$ cat src/rtl/adpll_acq_ctrl.sv
// adpll_acq_ctrl: acquisition / lock sequencer for the ADPLL.
//
// Sweeps base_freq from f_start towards f_stop in f_step increments. Each step pulses pll_rst
// for one clock, waits SETTLE_N enabled samples, then averages |ph_err| over windows of
// 2**WIN_LOG2 enabled samples. LOCK_WINS consecutive good windows declare lock. While locked,
// UNLOCK_WINS consecutive bad windows drop lock and restart the sweep from f_start.
//
// Ports:
//   clk, rst      clock, asynchronous active-low reset
//   en            sample strobe; every counter, the accumulator and all decisions advance on en
//   start, abort  1-cycle command pulses (abort wins)
//   f_start       signed sweep start word
//   f_stop        signed sweep end word
//   f_step        unsigned sweep increment
//   lock_thr      window is good in MEASURE when mean < lock_thr
//   unlock_thr    window is bad in LOCKED when mean >= unlock_thr
//   ph_err        signed filtered phase error
//   base_freq     signed frequency word to the ADPLL
//   pll_rst       active-high loop reset
//   locked        lock indication
//   busy          high while settling or measuring
//   fail          sweep exhausted without lock (sticky until start/abort)
//   win_mag       mean |ph_err| of the last completed window
//
// Configuration macro: ADPLL_ACQ_WRAP_EN
//   defined     -> an exhausted sweep restarts from f_start; fail never asserts
//   undefined   -> an exhausted sweep parks in FAIL
module adpll_acq_ctrl #(
  parameter int unsigned PW          = 24,
  parameter int unsigned DW          = 12,
  parameter int unsigned WIN_LOG2    = 8,
  parameter int unsigned SETTLE_N    = 512,
  parameter int unsigned LOCK_WINS   = 4,
  parameter int unsigned UNLOCK_WINS = 2
) (
  input  logic                 clk,
  input  logic                 rst,
  input  logic                 en,
  input  logic                 start,
  input  logic                 abort,
  input  logic signed [PW-1:0] f_start,
  input  logic signed [PW-1:0] f_stop,
  input  logic        [PW-1:0] f_step,
  input  logic        [DW-2:0] lock_thr,
  input  logic        [DW-2:0] unlock_thr,
  input  logic signed [DW-1:0] ph_err,
  output logic signed [PW-1:0] base_freq,
  output logic                 pll_rst,
  output logic                 locked,
  output logic                 busy,
  output logic                 fail,
  output logic        [DW-2:0] win_mag
);

  // Accumulator holds 2**WIN_LOG2 samples of at most 2**(DW-1)-1 each, so it cannot overflow.
  localparam int unsigned AW = DW - 1 + WIN_LOG2;
  localparam int unsigned SW = (SETTLE_N > 1) ? $clog2(SETTLE_N) : 1;
  localparam int unsigned GW = (LOCK_WINS > 1) ? $clog2(LOCK_WINS) : 1;
  localparam int unsigned BW = (UNLOCK_WINS > 1) ? $clog2(UNLOCK_WINS) : 1;

  typedef enum logic [2:0] {
    StIdle,
    StSettle,
    StMeasure,
    StLocked,
    StFail
  } state_e;

  state_e              state;
  logic [SW-1:0]       settle_cnt;
  logic [WIN_LOG2-1:0] win_cnt;
  logic [GW-1:0]       good_cnt;
  logic [BW-1:0]       bad_cnt;
  logic [AW-1:0]       acc;

  logic        [DW-1:0] err_neg;
  logic        [DW-2:0] err_abs;
  logic        [AW-1:0] acc_sum;
  logic        [DW-2:0] win_mean;
  logic                 win_done;
  logic                 settle_done;
  logic                 win_good;
  logic                 win_bad;
  logic signed [PW:0]   nxt;
  logic signed [PW:0]   stop_ext;
  logic                 past_stop;

  always_comb begin
    err_neg = -ph_err;
    // The most negative code has no positive twin; clamp it to the largest magnitude.
    if (ph_err == {1'b1, {(DW-1){1'b0}}}) begin
      err_abs = '1;
    end else if (ph_err[DW-1]) begin
      err_abs = err_neg[DW-2:0];
    end else begin
      err_abs = ph_err[DW-2:0];
    end

    acc_sum     = acc + {{WIN_LOG2{1'b0}}, err_abs};
    win_mean    = acc_sum[AW-1:WIN_LOG2];
    win_done    = en && (win_cnt == {WIN_LOG2{1'b1}});
    settle_done = en && (settle_cnt == SW'(SETTLE_N - 1));
    win_good    = win_mean < lock_thr;
    win_bad     = win_mean >= unlock_thr;

    // One extra bit so base_freq + f_step can be compared against f_stop without wrapping.
    nxt       = {base_freq[PW-1], base_freq} + {1'b0, f_step};
    stop_ext  = {f_stop[PW-1], f_stop};
    past_stop = nxt > stop_ext;
  end

  always_ff @(posedge clk or negedge rst) begin
    if (!rst) begin
      state      <= StIdle;
      base_freq  <= '0;
      pll_rst    <= 1'b1;
      locked     <= 1'b0;
      busy       <= 1'b0;
      fail       <= 1'b0;
      win_mag    <= '0;
      settle_cnt <= '0;
      win_cnt    <= '0;
      good_cnt   <= '0;
      bad_cnt    <= '0;
      acc        <= '0;
    end else if (abort) begin
      // base_freq and win_mag are deliberately held.
      state      <= StIdle;
      pll_rst    <= 1'b1;
      locked     <= 1'b0;
      busy       <= 1'b0;
      fail       <= 1'b0;
      settle_cnt <= '0;
      win_cnt    <= '0;
      good_cnt   <= '0;
      bad_cnt    <= '0;
      acc        <= '0;
    end else begin
      case (state)
        StIdle, StFail: begin
          if (start) begin
            state      <= StSettle;
            base_freq  <= f_start;
            pll_rst    <= 1'b1;
            busy       <= 1'b1;
            fail       <= 1'b0;
            settle_cnt <= '0;
            win_cnt    <= '0;
            good_cnt   <= '0;
            bad_cnt    <= '0;
            acc        <= '0;
          end
        end

        StSettle: begin
          // The reset pulse lasts exactly the first SETTLE cycle, independent of en.
          pll_rst <= 1'b0;
          if (settle_done) begin
            state      <= StMeasure;
            settle_cnt <= '0;
          end else if (en) begin
            settle_cnt <= settle_cnt + SW'(1);
          end
        end

        StMeasure: begin
          if (win_done) begin
            win_mag <= win_mean;
            acc     <= '0;
            win_cnt <= '0;
            if (win_good) begin
              if (good_cnt == GW'(LOCK_WINS - 1)) begin
                state    <= StLocked;
                locked   <= 1'b1;
                busy     <= 1'b0;
                good_cnt <= '0;
                bad_cnt  <= '0;
              end else begin
                good_cnt <= good_cnt + GW'(1);
              end
            end else begin
              good_cnt <= '0;
              if (past_stop) begin
`ifdef ADPLL_ACQ_WRAP_EN
                state      <= StSettle;
                base_freq  <= f_start;
                pll_rst    <= 1'b1;
                settle_cnt <= '0;
`else
                state      <= StFail;
                fail       <= 1'b1;
                busy       <= 1'b0;
                pll_rst    <= 1'b1;
`endif
              end else begin
                state      <= StSettle;
                base_freq  <= nxt[PW-1:0];
                pll_rst    <= 1'b1;
                settle_cnt <= '0;
              end
            end
          end else if (en) begin
            acc     <= acc_sum;
            win_cnt <= win_cnt + WIN_LOG2'(1);
          end
        end

        StLocked: begin
          if (win_done) begin
            win_mag <= win_mean;
            acc     <= '0;
            win_cnt <= '0;
            if (win_bad) begin
              if (bad_cnt == BW'(UNLOCK_WINS - 1)) begin
                // Lost lock: full re-sweep from the start frequency.
                state      <= StSettle;
                locked     <= 1'b0;
                busy       <= 1'b1;
                base_freq  <= f_start;
                pll_rst    <= 1'b1;
                settle_cnt <= '0;
                bad_cnt    <= '0;
                good_cnt   <= '0;
              end else begin
                bad_cnt <= bad_cnt + BW'(1);
              end
            end else begin
              bad_cnt <= '0;
            end
          end else if (en) begin
            acc     <= acc_sum;
            win_cnt <= win_cnt + WIN_LOG2'(1);
          end
        end

        default: begin
          state   <= StIdle;
          pll_rst <= 1'b1;
          busy    <= 1'b0;
          locked  <= 1'b0;
          fail    <= 1'b0;
        end
      endcase
    end
  end

endmodule
$ cat config.mk
export PLATFORM = sky130hd
export DESIGN_NAME = adpll_acq_ctrl
export DESIGN_NICKNAME = d
export VERILOG_FILES = /design/src/rtl/adpll_acq_ctrl.sv
export SDC_FILE = /design/constraint.sdc
export NUM_CORES = 1
export LEC_CHECK = 0
export CAP_MARGIN = 10
export CORE_MARGIN = 2
export CORE_UTILIZATION = 30
export CTS_CLUSTER_DIAMETER = 60
export CTS_CLUSTER_SIZE = 16
export DETAILED_ROUTE_END_ITERATION = 12
export HOLD_SLACK_MARGIN = 0.02
export PLACE_DENSITY = 0.52
export SLEW_MARGIN = 20
export SYNTH_ARGS = -nofsm -noshare
export SYNTH_HDL_FRONTEND = slang
export SYNTH_SLANG_ARGS = --single-unit
export TNS_END_PERCENT = 30
$ cat constraint.sdc
create_clock -name clk -period 5.5 [get_ports clk]
set_input_delay 1.1 -clock clk [delete_from_list [all_inputs] [get_ports clk]]
set_output_delay 1.1 -clock clk [all_outputs]
set_load 0.01 [all_outputs]
==> Implementation_results.wiki, run 1 <==
{| class="wikitable"
! Metric !! Value
|-
| Status || finished, violations left
|-
| Violations in the final reports || setup timing
|-
| Switching portion of total power || 41.3%
|-
| Setup violators final || 43
|-
| Post-route non-filler standard cell count || 1480
|-
| Cell depth of the worst flop-to-flop path || 22
|-
| Switching power total || 2010 µW
|-
| Gate family responsible for the most delay along the worst path || simple AND/OR/NAND/NOR gates
|-
| Placer Congestion || 0.828
|-
| Detailed router's first-iteration violation count || 328
|-
| Global-route usage over all layers || between 10% and 20%
|-
| R2R Path Start || base_freq[0]
|-
| Area contributors post-synth || dfrtp_1, ha_1, nand2_1
|-
| Buf+Inv Stages, Crit Path || 3
|-
| Area of the multi-input gates || 5240 µm²
|-
| Final-layout fill cell count || 2280
|-
| Flip-flop and latch count after synthesis || between 80 and 90
|-
| Peak supply drop || 0.231 mV
|-
| Most frequently used flop master after synthesis || dfrtp_1
|-
| Fraction of final layout cells with drive strength greater than 1 || 24.5%
|-
| Share of the synthesized area in compound gates (AO/OA/AOI/OAI) || 22.2%
|-
| Worst Setup Slack, final || -0.594 ns
|-
| Post-synth net total || 1055
|-
| Critical-path top delay cell || or4_4
|-
| Synth async-reset ratio || 100%
|-
| Number of global-route vias before repair || 7095
|-
| Area of the die || 24700 µm²
|-
| Number of enable flip-flop cells after synthesis || 0
|-
| Unrepaired setup endpoints after global routing || true
|-
| Final Critical Period || 6.09 ns
|-
| Skew-Pair Late Insertion Delay || 0.35 ns
|-
| Core area || roughly 23000 µm²
|-
| Commonest cells after routing, fill and taps aside || buf_4, clkdlybuf4s50_1, nand2_1
|-
| Slew Limit Fails || 0
|-
| Number of instances in the placed design || ~1400
|-
| Site Rows || 56
|-
| Crit path largest cell delay || 0.53 ns
|-
| Power share of the sequential group || 18.2%
|-
| Synthesized area || 7050 µm²
|-
| HPWL after detailed placement || 16700 µm
|-
| CTS Hold Buffers Added || 0
|-
| Chip Height || 157 µm
|-
| First-pass GRT wire length || 35500 µm
|-
| Starting Density || 30.3%
|-
| Clk network pwr share || around 15%
|-
| Hold path startpoint || settle_cnt[7]
|-
| Largest family of logic cells by synthesized area || compound AO/OA/AOI/OAI gates
|-
| Highest attainable clock frequency || 164 MHz
|-
| Number of antenna violations at the first check in global routing || 0
|-
| Worst min path class || reg2reg
|-
| Crit path kind || in2reg
|-
| Remaining antenna violation count || 0
|-
| Final TNS setup || -20.84 ns
|-
| Port-buffer cells || 149
|-
| WL/cell || approximately 15 µm
|-
| Number of distinct library cells after synthesis || between 60 and 70
|-
| Clock buffers created by TritonCTS || 9
|-
| TritonCTS clock tree || done
|-
| Number of instances on the worst hold path || 1
|-
| Total power consumption of the routed design || between 4000 and 5000 µW
|-
| Register-to-register setup slack || 0.45 ns
|-
| Worst Path Required || between 5 and 6 ns
|-
| Routed via count divided by cell count || 4.84
|-
| Total clock sinks || 81
|-
| Synth warnings || 0
|-
| Maximum number of pins on one net before global-route repair || 53
|-
| Static leakage || 0.00517 µW
|-
| Portion of netlist area occupied by mux cells || 3.34%
|-
| Worst-margin pin slew || 0.774 ns
|-
| Adder-cell share of the synthesized area || 16.0%
|-
| Crit path capture type || register
|-
| Most common library cell in the layout ignoring fill and taps || buf_4
|-
| Final worst path period share || 111%
|-
| Routed via count || 7169
|-
| Critical Path Fanout Max || 5
|-
| Area leader, netlist || dfrtp_1
|-
| DRC violations left || 0
|-
| Fraction of synthesized cell area in xor and xnor cells || under 10%
|-
| IO Count || 150
|-
| Longest Clk Path Bufs || 2
|-
| Number of max-cap violations || 0
|-
| Detailed-router iteration count before antenna repair || 5
|-
| H-tree level count || 3
|-
| Drt total wl || 22000 µm
|-
| Net total in the final layout || 1356
|-
| Area taken by flip-flops and latches || 2030 µm²
|-
| Area growth from synthesis to layout || 56.6%
|-
| Worst max-slew margin expressed relative to the limit || 48.4%
|-
| Share of the yosys chip area belonging to registers || roughly 29%
|-
| Average size of a mapped cell || 8.24 µm²
|-
| Total count of hold-check failures in the final report || 0
|-
| Post-synthesis share of cell area spent on and, or, nand and nor gates || 19.2%
|-
| Worst flop-to-flop path endpoint || base_freq[21]
|-
| Hold_ws || 0.467 ns
|-
| Post-synthesis cell count || 855
|-
| ANT cells || 0
|-
| Worst setup skew after layout || 0.0149 ns
|-
| Min-Delay Endpoint || settle_cnt[7]
|-
| Top-area cell type share of the netlist area || 28.4%
|-
| Congestion Overflow GR || 0
|-
| Final core utilization || 47.5%
|-
| Internal Dissipation || 2860 µW
|-
| Portion of total power attributed to combinational logic || about two thirds
|-
| Cell area power density || 442 nW/µm²
|-
| Buffer type at the clock tree root || clkbuf_16
|-
| Die Width || 157 µm
|-
| Arrival time at the worst endpoint || ~6.3 ns
|-
| Startpoint Class || primary input
|-
| Post-CTS clock slew at the launch and capture registers of the worst setup and hold paths || approximately 0.06 ns
|}
kinds of logic after synthesis:
family | Yosys count
AO/OA/AOI/OAI | 241
XOR/XNOR | 46
adder cells (fa/ha/maj) | 89
buffers and inverters | 86
flip-flops | 81
multiplexers | 22
AND/OR/NAND/NOR | 290
state kept, by name, indices dropped and copies added (netlist names):
| signal | flops |
|---|---|
| busy | 1 |
| acc | 19 |
| state | 3 |
| locked | 1 |
| fail | 1 |
| win_cnt | 8 |
| bad_cnt | 1 |
| win_mag | 11 |
| pll_rst | 1 |
| good_cnt | 2 |
| settle_cnt | 9 |
| base_freq | 24 |
worst register-to-register path, delay by kind of cell (launching register included):
| kind | cells | cell delay, ns |
|---|---|---|
| compound gates | 9 | 1.90 |
| xor+xnor | 1 | 0.17 |
| fa+ha+maj | 3 | 0.72 |
| buf+inv | 4 | 0.58 |
| flops | 1 | 0.44 |
| simple gates | 5 | 1.12 |
through the flow:
step / setup slack (ns) / instance area, µm²
after floorplan: -0.554 / 7200
after global placement: -1.31 / 10100
after detailed placement: -1.41 / 10100
after CTS: -0.588 / 10800
after global routing: -0.867 / 11000
final: -0.594 / 11000
power groups by stage:
stage / Combinational, µW / Clock, µW / Sequential (µW)
CTS: 3250 / 758 / 883
finish: 3250 / 738 / 889
detailed placement: 3080 / 0 / 881
floorplan: 1720 / 0 / 876
global route: 3630 / 777 / 908
global placement: 3070 / 0 / 885
cells in the mapped netlist, drive strengths merged (11+ instances only):
cell      n
clkbuf   16
ha       87
a31oi    25
o31ai    15
dfrtp    80
nand3    22
xor2     23
nor2     76
or3      11
mux2     12
a21oi    58
and3     14
xnor2    23
o21ai    60
nand2   103
a21o     16
inv      65
nor3     18
metal layers:
metal / GRT usage [%] / vias up / routed length [µm]
met5: 0 / - / 0
met4: 2.64 / 0 / 138
met3: 3.88 / 10 / 1020
met2: 30.3 / 144 / 10200
met1: 24.3 / 3329 / 10600
li1: - / 3686 / -
worst max path at each step:
stage / endpoint / startpoint / slack (ns) / depth (start not counted)
after floorplan: base_freq[21] / ph_err[6] / -0.55 / 25
after global placement: base_freq[16] / ph_err[6] / -1.31 / 27
after detailed placement: base_freq[16] / ph_err[6] / -1.41 / 27
after CTS: base_freq[21] / ph_err[3] / -0.59 / 26
after global routing: base_freq[15] / ph_err[3] / -0.87 / 28
final: base_freq[21] / ph_err[3] / -0.59 / 25
cell type report:
| type | count | share of cell area, % |
|---|---|---|
| Clock inverter | 4 | 0.895 |
| Tap cell | 319 | 3.62 |
| Inverter | 65 | 2.21 |
| Multi-Input combinational cell | 688 | 47.4 |
| Timing Repair Buffer | 311 | 25.2 |
| Clock buffer | 12 | 2.32 |
| Sequential cell | 81 | 18.4 |
repair_timing:
item | CTS | global route
cloned | 1 | 0
gates resized for setup | 65 | 31
pin swaps | 36 | 38
endpoints found under the setup margin | 43 | 43
setup buffers | 16 | 4
Note: power is estimated with default switching activity, not from simulation.
==> run 2, diff against run 1 <==
Settings changed: MAX_ROUTING_LAYER from default to met4.
==> run 2 against run 1 <==
  * The run still ends with setup timing left
  * Non-clock buffer count did not move
  * Clock power about the same
  * Sequential power about the same
  * Sequential share of layout area unchanged
  * Fmax about the same
  * Die area is the same
  * Largest cell class unchanged
==> Implementation_results.wiki, run 2 (synthesized netlist as in run 1, its figures left out) <==
{| class="wikitable"
! Metric !! Value
|-
| WL/cell || 14.9 µm (+0.20%)
|-
| Placer Congestion || 0.840 (+1.5%)
|-
| Global-route usage over all layers || 18.6% (+0.53 points)
|-
| Final worst path period share || 111% (about the same)
|-
| Final-layout fill cell count || 2280 (unchanged)
|-
| Commonest cells after routing, fill and taps aside || buf_4, clkdlybuf4s50_1, nand2_1
|-
| Die Width || 157 µm (unchanged)
|-
| Final Critical Period || 6.09 ns (+0.000614 ns)
|-
| Most common library cell in the layout ignoring fill and taps || buf_4
|-
| Switching power total || 2020 µW (+0.11%)
|-
| Status || finished, violations left
|-
| IO Count || 150 (unchanged)
|-
| Number of global-route vias before repair || 7088 (-0.099%)
|-
| Arrival time at the worst endpoint || 6.33 ns (about the same)
|-
| Remaining antenna violation count || 0 (unchanged)
|-
| Detailed router's first-iteration violation count || 298 (-9.1%)
|-
| Clock buffers created by TritonCTS || 9 (unchanged)
|-
| Crit path largest cell delay || 0.53 ns (about the same)
|-
| Site Rows || 56 (unchanged)
|-
| Congestion Overflow GR || 0 (unchanged)
|-
| Net total in the final layout || 1356 (unchanged)
|-
| Critical Path Fanout Max || 5 (unchanged)
|-
| DRC violations left || 0 (unchanged)
|-
| Area of the die || 24700 µm² (unchanged)
|-
| Registers with the highest flip-flop counts || base_freq x24, acc x19, win_mag x11
|-
| Internal Dissipation || 2860 µW (about the same)
|-
| Post-CTS clock slew at the launch and capture registers of the worst setup and hold paths || 0.06 ns (about the same)
|-
| Worst-margin pin slew || 0.779 ns (+0.00419 ns)
|-
| Core area || 23300 µm² (unchanged)
|-
| Worst Path Required || 5.73 ns (about the same)
|-
| Detailed-router iteration count before antenna repair || 5 (unchanged)
|-
| Post-route non-filler standard cell count || 1480 (unchanged)
|-
| Drt total wl || 22100 µm (+0.20%)
|-
| Total clock sinks || 81 (unchanged)
|-
| Routed via count divided by cell count || 4.84 (about the same)
|-
| First-pass GRT wire length || 35500 µm (about the same)
|-
| Worst setup skew after layout || 0.0150 ns (+0.000129 ns)
|-
| Area growth from synthesis to layout || 56.6% (unchanged)
|-
| Placed cell areas || 10100 µm² (unchanged)
|-
| Setup violators final || 43 (unchanged)
|-
| Number of instances in the placed design || 1443 (unchanged)
|-
| Critical-path top delay cell || or4_4
|-
| Register-to-register setup slack || 0.44 ns (about the same)
|-
| Switching portion of total power || 41.3% (about the same)
|-
| Maximum number of pins on one net before global-route repair || 53 (unchanged)
|-
| Number of max-cap violations || 0 (unchanged)
|-
| Buffer type at the clock tree root || clkbuf_16
|-
| Chip Height || 157 µm (unchanged)
|-
| Violations in the final reports || setup timing
|-
| Final TNS setup || -20.89 ns (-0.0507 ns)
|-
| Final Instance Area || 11000 µm² (unchanged)
|-
| Startpoint Class || primary input
|-
| Static leakage || 0.00517 µW (unchanged)
|-
| Top register by number of flip-flops || base_freq
|-
| Skew-Pair Late Insertion Delay || 0.35 ns (about the same)
|-
| Power share of the sequential group || 18.2% (about the same)
|-
| Total power consumption of the routed design || 4880 µW (about the same)
|-
| Cell area power density || 442 nW/µm² (about the same)
|-
| ANT cells || 0 (unchanged)
|-
| Fraction of final layout cells with drive strength greater than 1 || 24.5% (unchanged)
|-
| HPWL after detailed placement || 16700 µm (unchanged)
|-
| Crit path kind || in2reg
|-
| Worst Setup Slack, final || -0.595 ns (-0.000614 ns)
|-
| TritonCTS clock tree || done
|-
| Area taken by flip-flops and latches || 2030 µm² (unchanged)
|-
| Unrepaired setup endpoints after global routing || true
|-
| Portion of total power attributed to combinational logic || 66.7% (about the same)
|-
| Crit path capture type || register
|-
| Longest Clk Path Bufs || 2 (unchanged)
|-
| Highest attainable clock frequency || 164 MHz (about the same)
|-
| Worst setup slack after placement || -1.41 ns (unchanged)
|-
| Total count of hold-check failures in the final report || 0 (unchanged)
|-
| H-tree level count || 3 (unchanged)
|-
| Number of flip-flops under the largest register name || 24 (unchanged)
|-
| Peak supply drop || 0.231 mV (about the same)
|-
| Worst min path class || reg2reg
|-
| Slew Limit Fails || 0 (unchanged)
|-
| Worst max-slew margin expressed relative to the limit || 48.1% (-0.28 points)
|-
| Routed via count || 7165 (-0.056%)
|-
| Clk network pwr share || 15.1% (about the same)
|-
| Area of the multi-input gates || 5240 µm² (unchanged)
|-
| Port-buffer cells || 149 (unchanged)
|-
| Number of antenna violations at the first check in global routing || 0 (unchanged)
|-
| Starting Density || 30.3% (unchanged)
|}
[run 2: final timing paths]
path,from,endpoint,cells after the start
worst max-delay path,ph_err[3],base_freq[21],25
worst min-delay path,settle_cnt[7],settle_cnt[7],1
worst max register to register,base_freq[10],base_freq[21],20
worst min register to register,settle_cnt[7],settle_cnt[7],1
max in group asynchronous,rst,acc[17],2
min in group asynchronous,rst,base_freq[14],1
[run 2: power groups by stage]
stage | combinational [µW] | clock [µW] | sequential, µW
3_5_place_dp | 3080 | 0 | 881
4_1_cts | 3250 | 758 | 883
6_report | 3250 | 738 | 888
2_1_floorplan | 1720 | 0 | 876
5_1_grt | 3620 | 777 | 908
3_3_place_gp | 3070 | 0 | 885
[run 2: per-stage QoR]
step | hold slack [ns] | utilization [%]
after floorplan | 0.445 | -
after global placement | 0.467 | 43.3
after detailed placement | 0.478 | 43.3
after CTS | 0.486 | 46.6
after global routing | 0.485 | 47.5
final | 0.467 | 47.5
[run 2: per-layer routing]
layer | GRT usage [%] | wire length, µm | share of wire [%] | vias to the layer above
li1 | - | - | - | 3681
met1 | 24.6 | 10800 | 49 | 3337
met2 | 30.3 | 10200 | 46 | 137
met3 | 3.36 | 915 | 4.1 | 10
met4 | 2.64 | 138 | 0.63 | 0
met5 | - | 0 | 0 | -
[run 2: cell type report]
class | count | share of cell area, %
Tap cell | 319 | 3.62
Clock inverter | 4 | 0.895
Sequential cell | 81 | 18.4
Multi-Input combinational cell | 688 | 47.4
Timing Repair Buffer | 311 | 25.2
Clock buffer | 12 | 2.32
Inverter | 65 | 2.21
[run 2: critical path: cells and delay by family]
| kind | cells | cell delay (ns) |
|---|---|---|
| AO/OA/AOI/OAI | 10 | 2.04 |
| XOR/XNOR | 1 | 0.17 |
| adder cells (fa/ha/maj) | 2 | 0.49 |
| buffers and inverters | 3 | 0.41 |
| AND/OR/NAND/NOR | 9 | 2.11 |
[run 2: repair_timing]
| action | in CTS | in global routing |
|---|---|---|
| pin swaps | 36 | 38 |
| gates cloned | 1 | 0 |
| endpoints found under the setup margin | 43 | 43 |
| setup buffers | 16 | 4 |
| hold buffers | 0 | 0 |
| gates resized for setup | 65 | 31 |
